### config.mk
export PLATFORM = sky130hd
export DESIGN_NAME = mod_counter_param
export DESIGN_NICKNAME = d
export VERILOG_FILES = /design/src/rtl/mod_counter_param.sv
export SDC_FILE = /design/constraint.sdc
export NUM_CORES = 1
export LEC_CHECK = 0
export BUFFER_PORTS_ARGS = -buffer_cell sky130_fd_sc_hd__buf_2
export CAP_MARGIN = 5
export CORE_UTILIZATION = 45
export DETAILED_ROUTE_END_ITERATION = 10
export PLACE_DENSITY = 0.75
export SKIP_CTS_REPAIR_TIMING = 1
export SLEW_MARGIN = 10
export SYNTH_ARGS = -nofsm -noshare
export SYNTH_HDL_FRONTEND = slang
export SYNTH_SLANG_ARGS = --single-unit
### constraint.sdc
create_clock -name clk -period 2.9 [get_ports clk]
set_clock_uncertainty 0.05 [all_clocks]
set_input_delay 0.29 -clock clk [delete_from_list [all_inputs] [get_ports clk]]
set_output_delay 0.29 -clock clk [all_outputs]
set_load 0.1 [all_outputs]
### src/rtl/mod_counter_param.sv
// Parametrised up/down modulo or saturating counter with terminal-count, wrap, saturate and sticky overflow flags.
// Optional input prescaler is compiled in with `define COUNTER_PRESCALE_EN.
module mod_counter_param #(
  parameter int CNT_W     = 7,
  parameter int MAX_VAL   = 100,
  parameter int PRESC_DIV = 4
) (
  input  logic             clk,
  input  logic             reset_n,
  input  logic             i_en,
  input  logic             i_clr,
  input  logic             i_load,
  input  logic [CNT_W-1:0] i_load_val,
  input  logic             i_dir,
  input  logic             i_mode,
  output logic [CNT_W-1:0] o_cnt,
  output logic             o_tc,
  output logic             o_wrap,
  output logic             o_sat,
  output logic             o_ovf
);

  generate
    if (MAX_VAL < 1 || MAX_VAL > (2 ** CNT_W) - 1) begin : g_bad_max
      $fatal(1, "mod_counter_param: MAX_VAL=%0d outside 1..2^CNT_W-1", MAX_VAL);
    end
    if (PRESC_DIV < 1) begin : g_bad_presc
      $fatal(1, "mod_counter_param: PRESC_DIV must be >= 1");
    end
  endgenerate

  localparam logic [CNT_W:0]   MAX_EXT = (CNT_W+1)'(MAX_VAL);
  localparam logic [CNT_W-1:0] MAX_CNT = CNT_W'(MAX_VAL);

  logic [CNT_W-1:0] cnt;
  logic             wrap;
  logic             ovf;
  logic             tick;
  logic [CNT_W:0]   cnt_up;
  logic [CNT_W:0]   cnt_dn;
  logic             at_top;
  logic             at_bot;

`ifdef COUNTER_PRESCALE_EN
  localparam int PW = (PRESC_DIV > 1) ? $clog2(PRESC_DIV) : 1;
  localparam logic [PW-1:0] PRESC_LAST = PW'(PRESC_DIV - 1);

  logic [PW-1:0] presc;

  assign tick = (presc == PRESC_LAST);

  // Prescaler phase restarts on clear/load so a loaded value is held a full period.
  always_ff @(posedge clk or negedge reset_n) begin
    if (!reset_n)
      presc <= '0;
    else if (i_clr || i_load)
      presc <= '0;
    else if (i_en)
      presc <= tick ? '0 : presc + PW'(1);
  end
`else
  assign tick = 1'b1;
`endif

  assign cnt_up = {1'b0, cnt} + (CNT_W+1)'(1);
  assign cnt_dn = {1'b0, cnt} - (CNT_W+1)'(1);
  assign at_top = ({1'b0, cnt} >= MAX_EXT);
  assign at_bot = (cnt == '0);

  always_ff @(posedge clk or negedge reset_n) begin
    if (!reset_n) begin
      cnt  <= '0;
      wrap <= 1'b0;
      ovf  <= 1'b0;
    end else begin
      wrap <= 1'b0;
      if (i_clr) begin
        cnt <= '0;
        ovf <= 1'b0;
      end else if (i_load) begin
        if ({1'b0, i_load_val} > MAX_EXT) begin
          cnt <= MAX_CNT;
          ovf <= 1'b1;
        end else begin
          cnt <= i_load_val;
        end
      end else if (i_en && tick) begin
        if (i_dir) begin
          if (at_top) begin
            ovf <= 1'b1;
            if (!i_mode) begin
              cnt  <= '0;
              wrap <= 1'b1;
            end
          end else begin
            cnt <= cnt_up[CNT_W-1:0];
          end
        end else begin
          if (at_bot) begin
            ovf <= 1'b1;
            if (!i_mode) begin
              cnt  <= MAX_CNT;
              wrap <= 1'b1;
            end
          end else begin
            cnt <= cnt_dn[CNT_W-1:0];
          end
        end
      end
    end
  end

  assign o_cnt  = cnt;
  assign o_wrap = wrap;
  assign o_ovf  = ovf;
  assign o_tc   = (i_dir && (cnt == MAX_CNT)) || (!i_dir && at_bot);
  assign o_sat  = i_mode && o_tc;

endmodule
# Word-level counts from Yosys, hierarchy flattened
# Index checks and enable logic that the tools add are counted.
# word_totals
register_bits	9
in_bits	14
output_inout_bits	11
wordCells	45
# op_classes
add_sub_neg	2
order_cmp	2
n_eq_ne	5
mux	23
n_reduce_logical	10
# op_table
operator	count
7-bit two-way mux	9
1-bit two-way mux	14
5-bit != test (second input constant)	2
7-bit by 1-bit adder with 7-bit output (second input constant)	1
7-bit == test (second input constant)	1
7-bit >= comparator (second input constant)	1
7-bit > comparator (second input constant)	1
7-bit logical NOT	1
7-bit by 1-bit subtractor with 7-bit output (second input constant)	1
4-bit by 3-bit != test with 1-bit output (second input constant)	1
4-bit AND reduction	1
4-bit nonzero test	1
1-bit logical AND	3
3-bit by 2-bit != test with 1-bit output (second input constant)	1
3-bit AND reduction	1
3-bit nonzero test	1
1-bit logical NOT	1
1-bit logical OR	1

# Depth between registers and ports, before layout
# logic_depth
depth_word	6
depth_mapped	8

# Worst setup path after synthesis
# OpenSTA, ideal clock, no wires.
# synth_timing
path_type	reg2out
startpoint	register cnt[2], in the netlist o_cnt[2]
endpoint	output o_sat
arrival_ns	3.324
slack_ns	-0.764
path_stages_with_launch	6
path_cell_list	dfrtp_1 buf_4 or4_1 o21ai_0 and3_1 and2_1
# synth_between
elab_chain_cells	4
elab_cells_between_ends	6
# synth_rtl
item	line_no	rtl
from (decl)	35	logic [CNT_W-1:0] cnt;
from (signal assigned)	85	cnt <= i_load_val;
from (signal assigned)	96	cnt <= cnt_up[CNT_W-1:0];
from (signal assigned)	106	cnt <= cnt_dn[CNT_W-1:0];
7-bit == test or 7-bit logical NOT (tied branches)	116, 68	
1-bit logical AND	116	assign o_tc = (i_dir && (cnt == MAX_CNT)) || (!i_dir && at_bot);
1-bit logical OR *	116	
named net o_tc	17	output logic o_tc,
1-bit logical AND *	117	assign o_sat = i_mode && o_tc;
to (decl)	19	output logic o_sat,
# Mark *: on every way through the listed nets, which the timed path passes. The rest lies on a longest branch.

# Worst setup path in the final report
# layout_timing
startpoint	register cnt[2], in the netlist o_cnt[2]
endpoint	output o_sat
# layout_between
elab_chain_cells	4
elab_cells_between_ends	6
# layout_rtl
item	line_no
7-bit == test or 7-bit logical NOT (tied branches)	116, 68
1-bit logical AND	116
1-bit logical OR *	116
1-bit logical AND *	117
# Every way passes the cells marked *; elsewhere a longest branch is shown, timed or not.

==> results_tabular.tex <==
\begin{tabular}{lr}
\hline
Metric & Value \\
\hline
\multicolumn{2}{l}{\textbf{Placement}} \\
Final estimated routing congestion in global placement & approximately 0.94 \\
Setup slack after placement & 0.741 ns \\
Placed wire-length estimate & 1910 um \\
Count of buffers inserted at the top-level ports & 24 \\
\multicolumn{2}{l}{\textbf{Critical path}} \\
Element type at the critical path start & register \\
Worst Reg-to-Reg Cells & 7 \\
Worst Path Max Fanout & 15 \\
Critical path class & reg -> out \\
Reg-to-reg startpoint & o\_cnt[0]\$\_DFFE\_PN0P\_ \\
Reg-to-reg slack, setup & 0.72 ns \\
Arrival @ worst endpoint & 2.10 ns \\
Endpoint required time on the critical path & 2.56 ns \\
Destination of the critical timing path & o\_sat \\
Endpoint kind of the worst setup timing path & output port \\
Crit path from & o\_cnt[2]\$\_DFFE\_PN0P\_ \\
Capture instance of the worst register-to-register path & o\_cnt[6]\$\_DFFE\_PN0P\_ \\
\multicolumn{2}{l}{\textbf{Detailed routing}} \\
Detailed-route via count & 989 \\
Routed wirelength normalized by instance count & 15.2 um \\
WL final & roughly 2500 um \\
Starting DRT DRC Count & 32 \\
Antenna Violating Nets Remaining & 0 \\
Residual DRC count & 0 \\
Via count normalized by instance count & 6.14 \\
Router iterations before antenna repair & 5 \\
\multicolumn{2}{l}{\textbf{Run}} \\
Max-cap violations & 0 \\
\multicolumn{2}{l}{\textbf{Global route}} \\
Number of antenna violations at the first check in global routing & 0 \\
Wire length of the first global-routing pass & 3910 um \\
Total gr overflow & 0 \\
Via count of the first global-routing pass & 892 \\
Global-route usage over all layers & roughly a quarter \\
Pin count of the biggest net entering global routing & 16 \\
\multicolumn{2}{l}{\textbf{Synthesis}} \\
Distinct cells, synth & between 40 and 50 \\
\#FFs+latches synth & 9 \\
Synthesis Warnings & 0 \\
Post-Synthesis Net Count & 130 \\
Yosys top cell area share & around a quarter \\
Prevailing post-synth register cell & sky130\_fd\_sc\_hd\_\_dfrtp\_1 \\
Mean Syn Cell Area & 8.15 sq um \\
Share of the yosys chip area belonging to registers & between 20\% and 30\% \\
Cells taking the most area after synthesis & sky130\_fd\_sc\_hd\_\_dfrtp\_1, sky130\_fd\_sc\_hd\_\_o21ai\_0, sky130\_fd\_sc\_hd\_\_ha\_1, sky130\_fd\_sc\_hd\_\_nor2\_1, sky130\_fd\_sc\_hd\_\_xor2\_1 \\
Cell area after technology mapping & between 900 and 1000 sq um \\
Gate count after technology mapping & 113 \\
Post-synth ARST share & between 90\% and 100\% \\
EDFF count, synth & 0 \\
Post-synthesis cell type with the largest combined area & sky130\_fd\_sc\_hd\_\_dfrtp\_1 \\
\multicolumn{2}{l}{\textbf{Layout}} \\
Leading cell types in the layout, fill and taps excluded & sky130\_fd\_sc\_hd\_\_buf\_2, sky130\_fd\_sc\_hd\_\_o21ai\_0, sky130\_fd\_sc\_hd\_\_nor2\_1 \\
Post-synthesis to final-layout area growth & 16.4\% \\
Count of antenna diodes in the layout & 0 \\
Number of fill cells & around 180 \\
Most frequent standard cell in the layout excluding fill and tap cells & sky130\_fd\_sc\_hd\_\_buf\_2 \\
Final \#Nets & 154 \\
Share of post-route cells with drive strength above 1 & 27.9\% \\
\multicolumn{2}{l}{\textbf{Timing}} \\
Fin. max-slew vios & 0 \\
Clock period minus final worst setup slack & 2.44 ns \\
Crit path setup slack, layout & 0.458 ns \\
Highest clock frequency the design can meet & 0.409 GHz \\
Period utilisation layout & 84.2\% \\
Fin Setup TNS & 0 ns \\
Least-Margin Pin Slew & 0.509 ns \\
Number of hold violations in the final report & 0 \\
Setup repair after global routing missed its margin & false \\
Max-Slew Margin vs Limit & 66.3\% \\
Count of final setup violators & 0 \\
\multicolumn{2}{l}{\textbf{Clock network}} \\
Clk buf depth & 2 \\
Clock tree from TritonCTS & done \\
Cell at the root of the clock tree & sky130\_fd\_sc\_hd\_\_clkbuf\_4 \\
Number of buffers created by CTS & 3 \\
H-tree lvl count & 1 \\
Clock slew seen by the registers of the worst setup and hold paths & 0.06 ns \\
TritonCTS sink count & 9 \\
Worst skew pair latency & between 0.2 and 0.3 ns \\
\multicolumn{2}{l}{\textbf{Hold path}} \\
Type of the worst min-delay path & in -> reg \\
\multicolumn{2}{l}{\textbf{Power and ir drop}} \\
Static leakage & about 0.5 nW \\
Max IR drop VDD & 338 uV \\
Cell area power density & $\sim$550 nW/um\^{}2 \\
\multicolumn{2}{l}{\textbf{Run status}} \\
Run status & finished, final reports clean \\
\multicolumn{2}{l}{\textbf{Floorplan}} \\
Core region area & $\sim$1800 sq um \\
I/O pin count & 25 \\
Die Ht & roughly 47 um \\
Width of the die & 47.2 um \\
Die ar. & 2230 sq um \\
Site Rows & 15 \\
Initial Util & roughly 51\% \\
\hline
\end{tabular}
==> worst min path at each step <==
stage | startpoint | endpoint | cells past startpoint
after detailed placement | reset_n | o_cnt[5]$_DFFE_PN0P_ | 1
final | i_clr | o_ovf$_DFFE_PN0P_ | 2
after global routing | i_clr | o_ovf$_DFFE_PN0P_ | 2
after floorplan | reset_n | o_cnt[0]$_DFFE_PN0P_ | 0
after global placement | reset_n | o_cnt[5]$_DFFE_PN0P_ | 1
after CTS | reset_n | o_cnt[3]$_DFFE_PN0P_ | 1
==> metrics by stage <==
step / power (mW) / utilization [%] / cells / hold slack [ns] / cell area [sq um]
after global placement: 0.481 / 56.8 / 156 / 0.101 / 1030
final: 0.586 / 58.9 / 161 / 0.240 / 1070
after global routing: 0.617 / 58.9 / 161 / 0.250 / 1070
after floorplan: 0.427 / - / 113 / -0.0556 / 926
after CTS: 0.585 / 58.4 / 160 / -0.187 / 1060
after detailed placement: 0.486 / 56.8 / 156 / 0.102 / 1030
==> report_power, final <==
group / internal, mW / switching (mW)
combinational: 0.0842 / 0.225
sequential: 0.140 / 0.0386
clock: 0.0510 / 0.0469
total: 0.275 / 0.311
==> sequential cells by signal, indices dropped and copies added (netlist names) <==
register,count
o_cnt,7
o_ovf,1
o_wrap,1
==> per-layer routing <==
layer	wire length [um]	vias to the layer above	GRT usage, %
li1	-	466	-
met1	977	473	30.1
met2	1250	40	40.3
met3	158	10	8.08
met4	66	0	9.71
met5	0	-	0
==> final cells by class <==
type	instances	area (sq um)	share of cell area, %
multi-input cells	93	638	59.5
flip-flops and latches	9	226	21.1
repair buffers	25	130	12.1
well taps	25	31.3	2.92
clock buffers	3	22.5	2.10
inverters	5	18.8	1.75
clock inverters	1	5.00	0.467
==> synth_stat cells, types with 2 or more instances <==
cell                        instances
sky130_fd_sc_hd__and4b_1            2
sky130_fd_sc_hd__buf_6              2
sky130_fd_sc_hd__a21oi_1            6
sky130_fd_sc_hd__nand3_1            4
sky130_fd_sc_hd__nand3b_1           4
sky130_fd_sc_hd__nor2_1            10
sky130_fd_sc_hd__o21ai_0           11
sky130_fd_sc_hd__ha_1               3
sky130_fd_sc_hd__o2bb2ai_1          2
sky130_fd_sc_hd__nor2b_1            2
sky130_fd_sc_hd__and3_1             3
sky130_fd_sc_hd__and2_1             2
sky130_fd_sc_hd__xor2_1             4
sky130_fd_sc_hd__nand2_1            8
sky130_fd_sc_hd__a31oi_1            3
sky130_fd_sc_hd__inv_1              5
sky130_fd_sc_hd__dfrtp_1            9
sky130_fd_sc_hd__clkbuf_1           2
sky130_fd_sc_hd__a21o_1             2
sky130_fd_sc_hd__nor3_1             2
==> logic make-up (layout without fill, tap and decap cells) <==
logic type / Yosys count / count (layout) / synth area share (%)
muxes: 1 / 1 / 1.22
AOI/OAI and AO/OA: 39 / 39 / 31.1
DFF: 9 / 9 / 24.5
adders and majority gates: 3 / 3 / 4.08
and+or+nand+nor: 46 / 46 / 28.7
buffers and inverters: 11 / 34 / 6.66
xor gates and xnor gates: 4 / 4 / 3.80
==> critical path: stages (launching register included) <==
cell,delay (ns)
sky130_fd_sc_hd__dfrtp_2,0.50
sky130_fd_sc_hd__or4_1,0.53
sky130_fd_sc_hd__o21ai_0,0.08
sky130_fd_sc_hd__and3_2,0.19
sky130_fd_sc_hd__and2_4,0.13
sky130_fd_sc_hd__buf_2,0.41
Note: power is estimated with default switching activity, not from simulation.
